==> src/rtl/tx_arbiter_pkg.sv <==
// Shared TX channel definitions: command headers, start pattern, arbiter state
// encoding and payload length per command.
package tx_arbiter_pkg;

    localparam int unsigned NSHIFT         = 2;
    localparam int unsigned PAYLOAD_CYCLES = 8;
    localparam int unsigned TX_CMD_BITS    = 2;
    localparam int unsigned TX_CNT_BITS    = $clog2(PAYLOAD_CYCLES) + 1;

    localparam logic [TX_CMD_BITS-1:0] TX_HEADER_READ_16 = 2'b01;
    localparam logic [TX_CMD_BITS-1:0] TX_HEADER_WRITE_16 = 2'b10;
    localparam logic [TX_CMD_BITS-1:0] TX_HEADER_WRITE_8 = 2'b11;
    localparam logic [NSHIFT-1:0]      TX_START_PATTERN = '1;

    typedef enum logic [1:0] {
        StIdle    = 2'b00,
        StStart   = 2'b01,
        StCmd     = 2'b10,
        StPayload = 2'b11
    } tx_arb_state_e;

    function automatic logic [TX_CNT_BITS-1:0] payload_len(input logic [TX_CMD_BITS-1:0] cmd);
        if (cmd == TX_HEADER_WRITE_8) begin
            return TX_CNT_BITS'(PAYLOAD_CYCLES / 2);
        end
        return TX_CNT_BITS'(PAYLOAD_CYCLES);
    endfunction

endpackage

==> src/rtl/tx_arb_grant.sv <==
// Grant logic for the TX channel. Fixed scheduler priority by default;
// TX_ARB_RR_EN adds an rr_last flop that hands the next tie to the prefetcher.
module tx_arb_grant (
`ifdef TX_ARB_RR_EN
    input  logic clk,
    input  logic reset_n,
`endif
    input  logic idle,
    input  logic sched_valid,
    input  logic pf_valid,
    input  logic sched_reserve,
    output logic grant_sched,
    output logic grant_pf
);

`ifdef TX_ARB_RR_EN
    logic rr_last_q;

    // Reserve always blocks the prefetcher, even when it holds the round-robin turn.
    always_comb begin
        grant_pf    = idle && pf_valid && !sched_reserve && (!sched_valid || rr_last_q);
        grant_sched = idle && sched_valid && !grant_pf;
    end

    always_ff @(posedge clk or negedge reset_n) begin
        if (!reset_n) begin
            rr_last_q <= 1'b0;
        end else if (grant_sched || grant_pf) begin
            rr_last_q <= grant_sched;
        end
    end
`else
    always_comb begin
        grant_sched = idle && sched_valid;
        grant_pf    = idle && pf_valid && !sched_reserve && !sched_valid;
    end
`endif

endmodule

==> src/rtl/tx_arbiter.sv <==
// Shares the serial TX pins between scheduler and PC prefetcher, sequencing
// START, CMD and PAYLOAD cycles per frame. Optional round-robin: TX_ARB_RR_EN.
module tx_arbiter
    import tx_arbiter_pkg::*;
(
    input  logic                   clk,
    input  logic                   reset_n,
    input  logic                   sched_cmd_valid,
    input  logic [TX_CMD_BITS-1:0] sched_cmd,
    input  logic                   sched_reserve,
    input  logic [NSHIFT-1:0]      sched_data,
    output logic                   sched_started,
    input  logic                   pf_req_valid,
    input  logic [NSHIFT-1:0]      pf_data,
    output logic                   pf_started,
    output logic                   owner_is_sched,
    output logic                   tx_active,
    output logic                   tx_data_next,
    output logic [TX_CNT_BITS-1:0] tx_counter,
    output logic                   tx_done,
    output logic [NSHIFT-1:0]      tx_pins
);

    tx_arb_state_e          state_q;
    logic [TX_CMD_BITS-1:0] cmd_q;
    logic                   owner_q;
    logic [TX_CNT_BITS-1:0] cnt_q;
    logic                   grant_sched;
    logic                   grant_pf;
    logic                   last_beat;

    tx_arb_grant u_grant (
`ifdef TX_ARB_RR_EN
        .clk           (clk),
        .reset_n       (reset_n),
`endif
        .idle          (state_q == StIdle),
        .sched_valid   (sched_cmd_valid),
        .pf_valid      (pf_req_valid),
        .sched_reserve (sched_reserve),
        .grant_sched   (grant_sched),
        .grant_pf      (grant_pf)
    );

    assign last_beat = (cnt_q == payload_len(cmd_q) - 1'b1);

    always_ff @(posedge clk or negedge reset_n) begin
        if (!reset_n) begin
            state_q <= StIdle;
            cmd_q   <= '0;
            owner_q <= 1'b0;
            cnt_q   <= '0;
        end else begin
            unique case (state_q)
                StIdle: begin
                    if (grant_sched || grant_pf) begin
                        owner_q <= grant_sched;
                        cmd_q   <= grant_sched ? sched_cmd : TX_HEADER_READ_16;
                        state_q <= StStart;
                    end
                end
                StStart: state_q <= StCmd;
                StCmd: begin
                    cnt_q   <= '0;
                    state_q <= StPayload;
                end
                StPayload: begin
                    // Counter stops on the last beat so it holds N-1 while idle.
                    if (last_beat) begin
                        state_q <= StIdle;
                    end else begin
                        cnt_q <= cnt_q + 1'b1;
                    end
                end
                default: state_q <= StIdle;
            endcase
        end
    end

    always_comb begin
        sched_started  = grant_sched;
        pf_started     = grant_pf;
        owner_is_sched = owner_q;
        tx_counter     = cnt_q;
        tx_active      = (state_q != StIdle);
        tx_data_next   = (state_q == StPayload);
        tx_done        = (state_q == StPayload) && last_beat;
        tx_pins        = '0;
        unique case (state_q)
            StIdle:    tx_pins = '0;
            StStart:   tx_pins = TX_START_PATTERN;
            StCmd:     tx_pins = cmd_q;
            StPayload: tx_pins = owner_q ? sched_data : pf_data;
            default:   tx_pins = '0;
        endcase
    end

endmodule

==> config.mk <==
export PLATFORM = sky130hd
export DESIGN_NAME = tx_arbiter
export DESIGN_NICKNAME = d
export VERILOG_FILES = /design/src/rtl/tx_arbiter_pkg.sv /design/src/rtl/tx_arb_grant.sv /design/src/rtl/tx_arbiter.sv
export SDC_FILE = /design/constraint.sdc
export NUM_CORES = 1
export LEC_CHECK = 0
export BUFFER_PORTS_ARGS = -buffer_cell sky130_fd_sc_hd__buf_2
export CORE_AREA = 8 8 45 47
export CTS_CLUSTER_SIZE = 16
export DETAILED_ROUTE_END_ITERATION = 8
export DIE_AREA = 0 0 53 55
export GPL_TIMING_DRIVEN = 0
export PLACE_DENSITY = 0.8
export SETUP_SLACK_MARGIN = 0.2
export SYNTH_ARGS = -nofsm -noshare
export SYNTH_HDL_FRONTEND = slang
export SYNTH_SLANG_ARGS = --single-unit
==> constraint.sdc <==
create_clock -name clk -period 3.9 [get_ports clk]
set_input_delay 0.585 -clock clk [delete_from_list [all_inputs] [get_ports clk]]
set_output_delay 0.585 -clock clk [all_outputs]
set_load 0.005 [all_outputs]
==> key figures, run 1 <==
Clocking
  – Num CTS Buffers: 3
  – Hold_buf cts: 0
  – CTS Root Cell: clkbuf_4
  – CTS H-tree lvls: 1
  – Clk Latency, worst-skew pair: 0.26 ns
  – Post_cts resized: 0
  – Clock sinks: 9
  – CTS max path bufs: 2
  – CTS clk-pin slew, worst paths: 0.06 ns
  – TritonCTS clock tree: built
  – Post-CTS setup buffer count: 0

Drt
  – Initial DRC Count: 11
  – DRC: 0
  – Avg WL per Cell: 14.02 um
  – Vias per Instance: 5.500
  – Antenna viol nets, final: 0
  – Vias post-DR: 605
  – Post-Route WL: 1542 um
  – Initial DRT Pass Iterations: 4

Synthesis
  – Post-Syn Area per Cell: 8.998 um^2
  – Most common cell in the netlist: nand2_1
  – Seq/Total Area, Yosys: 36.81%
  – Post-synth EDFFs: 0
  – Yosys top cell by area: dfrtp_1
  – Synth area leaders: dfrtp_1 37%, ha_1 10%, nand2_1 6.1%, inv_1 4.9%, nor2_1 4.3%
  – Synth Instances: 68
  – Top_reg_cell synth: dfrtp_1
  – Top-area cell type share of the netlist area: 36.81%
  – Asr flop ratio synth: 100.0%
  – Syn. warnings: 0
  – Synth Cell Area: 611.8 um^2
  – Top post-synthesis cells by count: 10 x nand2_1, 9 x dfrtp_1, 8 x inv_1
  – #FFs+latches synth: 9
  – Synthesized net count: 84
  – Post-synth cell types: 27

Place
  – Port bufs: 22
  – Gpl congestion: 0.8136
  – Post-DP Area: 742.0 um^2
  – Post-DP HPWL: 1238 um

Pwr
  – Sw frac: 43.32%
  – Clock group share of total power: 12.6%
  – Flop pwr share: 33.9%
  – Net Switching: 0.0002452 W
  – Int Pwr: 0.0003208 W
  – Pleak: 0.3994 nW
  – Logic pwr share: 53.5%
  – Total power draw: 0.0005661 W
  – Cell Pwr Density: 736.8 nW/um^2
  – Maximum VDD drop: 0.3896 mV

STA
  – Setup tns final: 0 ns
  – Final Critical Period: 2.057 ns
  – Final hold vios: 0
  – RSZ-0062 raised after global routing: false
  – Slew Viols, Final: 0
  – Peak Freq: 0.4862 GHz
  – Final worst-path cycle share: 52.74%
  – Setup violations, final: 0
  – Worst Skew: 0.003390 ns
  – Rel. slew slack: 81.67%
  – Actual slew at the worst max-slew pin: 0.2750 ns

Critical path
  – CP Launch Type: flop
  – Crit path DAT: 1.47 ns
  – Setup crit end kind: output port
  – Required time worst endpoint: 3.31 ns
  – Slowest cell on the critical path: dfrtp_1
  – Max Fanout on Critical Path: 6
  – CP Cell Sequence: inv_1, ha_1, nand2_1, a31oi_1, buf_2
  – Worst path max stage delay: 0.40 ns
  – CP Class: reg -> out
  – Cell family with most CP delay: flip-flops
  – CP Buf/Inv Count: 2

Final layout
  – Layout cell share with drive strength beyond 1: 30.85%
  – Filler cells: 127
  – Multi-input gate area: 356.6 um^2
  – Storage element area: 225.2 um^2
  – Ant diodes: 0
  – Layout Nets: 111
  – Syn-to-layout area delta: 25.56%
  – Fin area: 768.2 um^2

Die
  – DIE WIDTH: 53 um
  – Placeable Area: 1384 um^2
  – Rows: 14
  – Initial Utilization: 44.21%
  – Die height: 55 um
  – Die area: 2915 um^2
  – # IOs: 23

GRT
  – Tot GR Track Use: 12.47%
  – First-pass GRT wire length: 2670 um
  – Pin count of the biggest net entering global routing: 10
  – Antenna violations before repair: 0
  – Number of global-route vias before repair: 650
  – GRT Residual Overflow: 0

Run status
  – Status: completed

Min path
  – Hold Crit Class: in -> async

Flow run
  – Maxcap violations: 0
==> through the flow <==
stage	instances	utilization (%)	hold slack, ns	setup slack [ns]
after floorplan	68	-	0.2894	2.306
after global placement	106	53.62	0.4440	2.079
after detailed placement	106	53.62	0.4497	2.062
after CTS	110	55.52	0.1677	1.802
after global routing	110	55.52	0.1668	1.683
final	110	55.52	0.1727	1.843
==> worst paths after layout <==
check | slack (ns) | depth (start not counted) | from | end
setup / recovery | 1.84 | 5 | state_q[0]$_DFFE_PN0P_ | tx_pins[0]
hold / removal | 0.17 | 1 | reset_n | tx_counter[1]$_DFFE_PN0P_
setup reg to reg | 2.30 | 5 | tx_counter[0]$_DFFE_PN0P_ | state_q[1]$_DFFE_PN0P_
hold reg to reg | 0.59 | 2 | tx_counter[1]$_DFFE_PN0P_ | tx_counter[1]$_DFFE_PN0P_
max in group asynchronous | 3.54 | 1 | reset_n | cmd_q[0]$_DFFE_PN0P_
min in group clk | 0.55 | 2 | sched_cmd[1] | cmd_q[1]$_DFFE_PN0P_
==> power groups by stage <==
stage | registers, W | logic [W] | clock network (W)
2_1_floorplan | 0.000179 | 0.000210 | 0
3_3_place_gp | 0.000188 | 0.000292 | 0
3_5_place_dp | 0.000192 | 0.000305 | 0
4_1_cts | 0.000190 | 0.000308 | 0.0000748
5_1_grt | 0.000199 | 0.000347 | 0.0000817
6_report | 0.000192 | 0.000303 | 0.0000715
==> flip-flops by register name, summed over array words and instances, names as in the netlist <==
name	flops
tx_counter	4
cmd_q	2
state_q	2
owner_is_sched	1
==> worst reg2reg max path, cell delays in order (launching register included) <==
cell     delay (ns)
dfrtp_1        0.43
ha_1           0.24
and2b_1        0.20
o21ai_4        0.10
a21oi_2        0.21
mux2_4         0.31
==> layout make-up <==
cell class                      instances  area share (%)
Clock buffer                            4           3.420
Inverter                                8           3.909
Multi-Input combinational cell         51           46.42
Sequential cell                         9           29.32
Tap cell                               16           2.606
Timing Repair Buffer                   22           14.33
==> per-layer routing <==
metal	GRT usage [%]	share of wire (%)	up-vias
met1	14.48	44	288
met3	1.604	3.9	8
met5	0	0	-
met2	18.75	46	24
li1	-	-	285
met4	13.36	5.8	0
==> cells by family (layout without fill, tap and decap cells) <==
kind of cell             Yosys count  after routing  synth area share, %
AND/OR/NAND/NOR                   24             24                17.59
AO/OA/AOI/OAI                     16             16                19.63
flip-flops                         9              9                36.81
buffers and inverters              8             34                4.908
adder cells (fa/ha/maj)            5              5                10.22
multiplexers                       5              5                9.406
XOR/XNOR                           1              1                1.432
==> cell usage in the layout (no fill, tap or decap), drive strengths merged, types with 2 or more instances in the layout <==
master / netlist / routed
buf: 0 / 22
mux2: 3 / 3
a31oi: 2 / 2
mux2i: 2 / 2
dfrtp: 9 / 9
clkbuf: 0 / 4
inv: 8 / 8
nor2: 7 / 7
o21ai: 4 / 4
nand3: 2 / 2
ha: 5 / 5
a21oi: 3 / 3
nand2: 10 / 10
No activity file was read; power rests on OpenSTA's default activity.
==> run 2, diff against run 1 <==
- ABC_AREA: default -> 1
- CORE_AREA: 8 8 45 47 -> default
- CORE_MARGIN: default -> 8
- CORE_UTILIZATION: default -> 42
- DIE_AREA: 0 0 53 55 -> default
- PLACE_DENSITY: 0.8 -> 0.78
- clock period: 3.9 -> 1.7 ns (I/O delays scaled with it)
==> key figures, run 2 <==
Final layout
  – Leading cell type in the layout, fill and taps excluded: nand2_1
  – Layout Nets: 145 (+31%)
  – Utilization after layout: 72.33% (+17 points)
  – Multi-input gate area: 399.1 um^2 (+12%)
  – Most frequent cells in the layout: 26 x nand2_1, 20 x buf_2, 14 x buf_4
  – Syn-to-layout area delta: 58.32%
  – Filler cells: 97 (-24%)
  – Storage element area: 226.5 um^2 (+0.56%)
  – Ant diodes: 0 (unchanged)
  – Layout cell share with drive strength beyond 1: 46.88% (+16 points)
  – Max reg flops: 4 (unchanged)
  – Fin cells: 143 (+30%)

Synthesis
  – Simple-Gate Fraction of Synth Area: 37.99% (+20 points)
  – Top-area cell type share of the netlist area: 36.96% (+0.15 points)
  – Post-Syn Area per Cell: 7.085 um^2 (-21%)
  – Yosys top cell by area: dfrtp_1
  – Synth Area in XOR/XNOR: 1.437% (+0.0059 points)
  – Seq/Total Area, Yosys: 36.96% (+0.15 points)
  – Synth area leaders: dfrtp_1 37%, nand2_1 17%, ha_1 10%, nand3_1 8.2%, inv_1 6.8%
  – Synth Area in Compound Gates: 5.955% (-14 points)
  – Asr flop ratio synth: 100.0% (unchanged)
  – Post-synth EDFFs: 0 (unchanged)
  – Synth Instances: 86 (+26%)
  – Largest family of logic cells by synthesized area: simple AND/OR/NAND/NOR gates
  – Area share of fa/ha/maj cells after synthesis: 10.27% (+0.042 points)
  – Syn. warnings: 0 (unchanged)
  – Top_reg_cell synth: dfrtp_1
  – Most common cell in the netlist: nand2_1
  – #FFs+latches synth: 9 (unchanged)
  – Synthesized net count: 102 (+21%)
  – Synth Cell Area: 609.3 um^2 (-0.41%)
  – Post-synth cell types: 15 (-44%)
  – Top post-synthesis cells by count: 27 x nand2_1, 11 x inv_1, 10 x nand3_1
  – Mux cell area share after synthesis: 0% (-9.4 points)

Pwr
  – Cell Pwr Density: 1632 nW/um^2 (+120%)
  – Maximum VDD drop: 0.9218 mV (+140%)
  – Pleak: 0.5453 nW (+37%)

Place
  – Post-DP HPWL: 1122 um (-9.4%)
  – Placed Instances: 123 (+16%)
  – Gpl congestion: 0.7178 (-12%)
  – Port bufs: 22 (unchanged)
  – Setup slack after placement: 0.08151 ns (-1.981 ns)

STA
  – Final WS setup: 0.04867 ns (-1.795 ns)
  – Final Critical Period: 1.651 ns
  – RSZ-0062 raised after global routing: true
  – Peak Freq: 0.6056 GHz
  – Worst Skew: 0.005746 ns (+0.002355 ns)
  – Worst Hold Slack: 0.1833 ns (+0.01066 ns)
  – Final hold vios: 0 (unchanged)
  – Actual slew at the worst max-slew pin: 0.1925 ns (-0.08253 ns)
  – Final worst-path cycle share: 97.14%
  – Setup violations, final: 0 (unchanged)
  – Slew Viols, Final: 0 (unchanged)
  – Rel. slew slack: 87.17% (+5.5 points)

Critical path
  – CP Buf/Inv Count: 3 (+1)
  – CP Class: reg -> out
  – Max Fanout on Critical Path: 4 (-2)
  – Crit path DAT: 1.40 ns (-0.07 ns)
  – Slowest cell on the critical path: dfrtp_1
  – Worst path max stage delay: 0.42 ns (+0.02 ns)
  – CP Cell Sequence: inv_2, ha_4, inv_2, nor2_1, nand2_1, nor2_1, buf_2
  – CP Launch Type: flop
  – Required time worst endpoint: 1.44 ns (-1.87 ns)
  – Setup crit end kind: output port
  – Cell family with most CP delay: flip-flops

GRT
  – Pin count of the biggest net entering global routing: 10 (unchanged)
  – Antenna violations before repair: 0 (unchanged)
  – Tot GR Track Use: 12.09% (-0.38 points)
  – GRT Residual Overflow: 0 (unchanged)
  – Number of global-route vias before repair: 639 (-1.7%)
  – First-pass GRT wire length: 2594 um (-2.8%)

Clocking
  – Clk Latency, worst-skew pair: 0.27 ns (about the same)
  – Num CTS Buffers: 3 (unchanged)
  – CTS clk-pin slew, worst paths: 0.06 ns (about the same)
  – CTS H-tree lvls: 1 (unchanged)
  – TritonCTS clock tree: built
  – CTS max path bufs: 2 (unchanged)
  – Clock sinks: 9 (unchanged)
  – CTS Root Cell: clkbuf_4

Drt
  – Initial DRT Pass Iterations: 4 (unchanged)
  – Avg WL per Cell: 12.06 um (-14%)
  – Initial DRC Count: 18 (+7)
  – Post-Route WL: 1724 um (+12%)
  – Antenna viol nets, final: 0 (unchanged)
  – Vias per Instance: 4.811 (-13%)
  – DRC: 0 (unchanged)
  – Vias post-DR: 688 (+14%)

Die
  – Initial Utilization: 45.68% (+1.5 points)
  – Die area: 2926 um^2 (+0.37%)
  – # IOs: 23 (unchanged)
  – Rows: 13 (-1)
  – DIE WIDTH: 54.09 um (+2.1%)
  – Placeable Area: 1334 um^2 (-3.6%)
  – Die height: 54.09 um (-1.7%)

Min path
  – Hold Crit Class: in -> reg

Run status
  – Status: completed

Flow run
  – Maxcap violations: 0 (unchanged)
==> run 2: report_power, final <==
group	switching (W)	internal [W]	total (W)	leakage, nW
sequential	0.0000985	0.000296	0.000395	0.111
combinational	0.000491	0.000519	0.00101	0.419
clock	0.0000791	0.0000907	0.000170	0.0150
==> run 2: tightest hold or removal path: cells and delay by family <==
family                 cells  cell delay, ns
buffers and inverters      1            0.07
AND/OR/NAND/NOR            2            0.09
==> run 2: path summary, 6_finish.rpt <==
kind / start / endpoint / slack, ns / cells after the start
max: state_q[0]$_DFFE_PN0P_ / pf_started / 0.05 / 7
min reg2reg: cmd_q[1]$_DFFE_PN0P_ / cmd_q[1]$_DFFE_PN0P_ / 0.57 / 2
min in group asynchronous: reset_n / tx_counter[2]$_DFFE_PN0P_ / 0.36 / 2
max in group asynchronous: reset_n / state_q[1]$_DFFE_PN0P_ / 1.15 / 2
min: sched_cmd[1] / cmd_q[1]$_DFFE_PN0P_ / 0.18 / 3
max reg2reg: state_q[0]$_DFFE_PN0P_ / state_q[0]$_DFFE_PN0P_ / 0.12 / 11
==> run 2: final cells by class <==
class / instances / area share, %
clock buffer: 4 / 2.724
inverter: 12 / 4.669
multi-input combinational: 65 / 41.37
sequential: 9 / 23.48
tap: 15 / 1.946
timing repair buffer: 38 / 25.81
==> run 2: metal layers <==
metal / share of wire, % / vias up / GRT usage, %
met3: 7.1 / 8 / 3.306
met4: 3.8 / 0 / 8.607
met5: 0 / - / 0
li1: - / 358 / -
met1: 39 / 305 / 10.27
met2: 50 / 17 / 23.36
==> run 2: cells by family after synthesis <==
logic type,Yosys count
adder cells (fa/ha/maj),5
AO/OA/AOI/OAI,7
flip-flops,9
buffers and inverters,12
XOR/XNOR,1
AND/OR/NAND/NOR,52
==> run 2: timing repair <==
| action | CTS | global route |
|---|---|---|
| hold buffers | 1 | 0 |
| gates resized for setup | 13 | 14 |
| endpoints found under the setup margin | 6 | 7 |
| hold endpoints to repair | 9 | 0 |
| gates cloned | 0 | 0 |
| buffers inserted | 10 | 5 |
| pin swaps | 4 | 4 |
==> run 2: metrics by stage <==
| step | total power, W | TNS, ns | cell area [um^2] |
|---|---|---|---|
| 4_1_cts | 0.001397 | 0 | 893.4 |
| 6_report | 0.001574 | 0 | 964.7 |
| 5_1_grt | 0.001712 | -0.06836 | 964.7 |
| 3_5_place_dp | 0.001026 | 0 | 738.2 |
| 2_1_floorplan | 0.0008143 | 0 | 609.3 |
| 3_3_place_gp | 0.001002 | 0 | 738.2 |
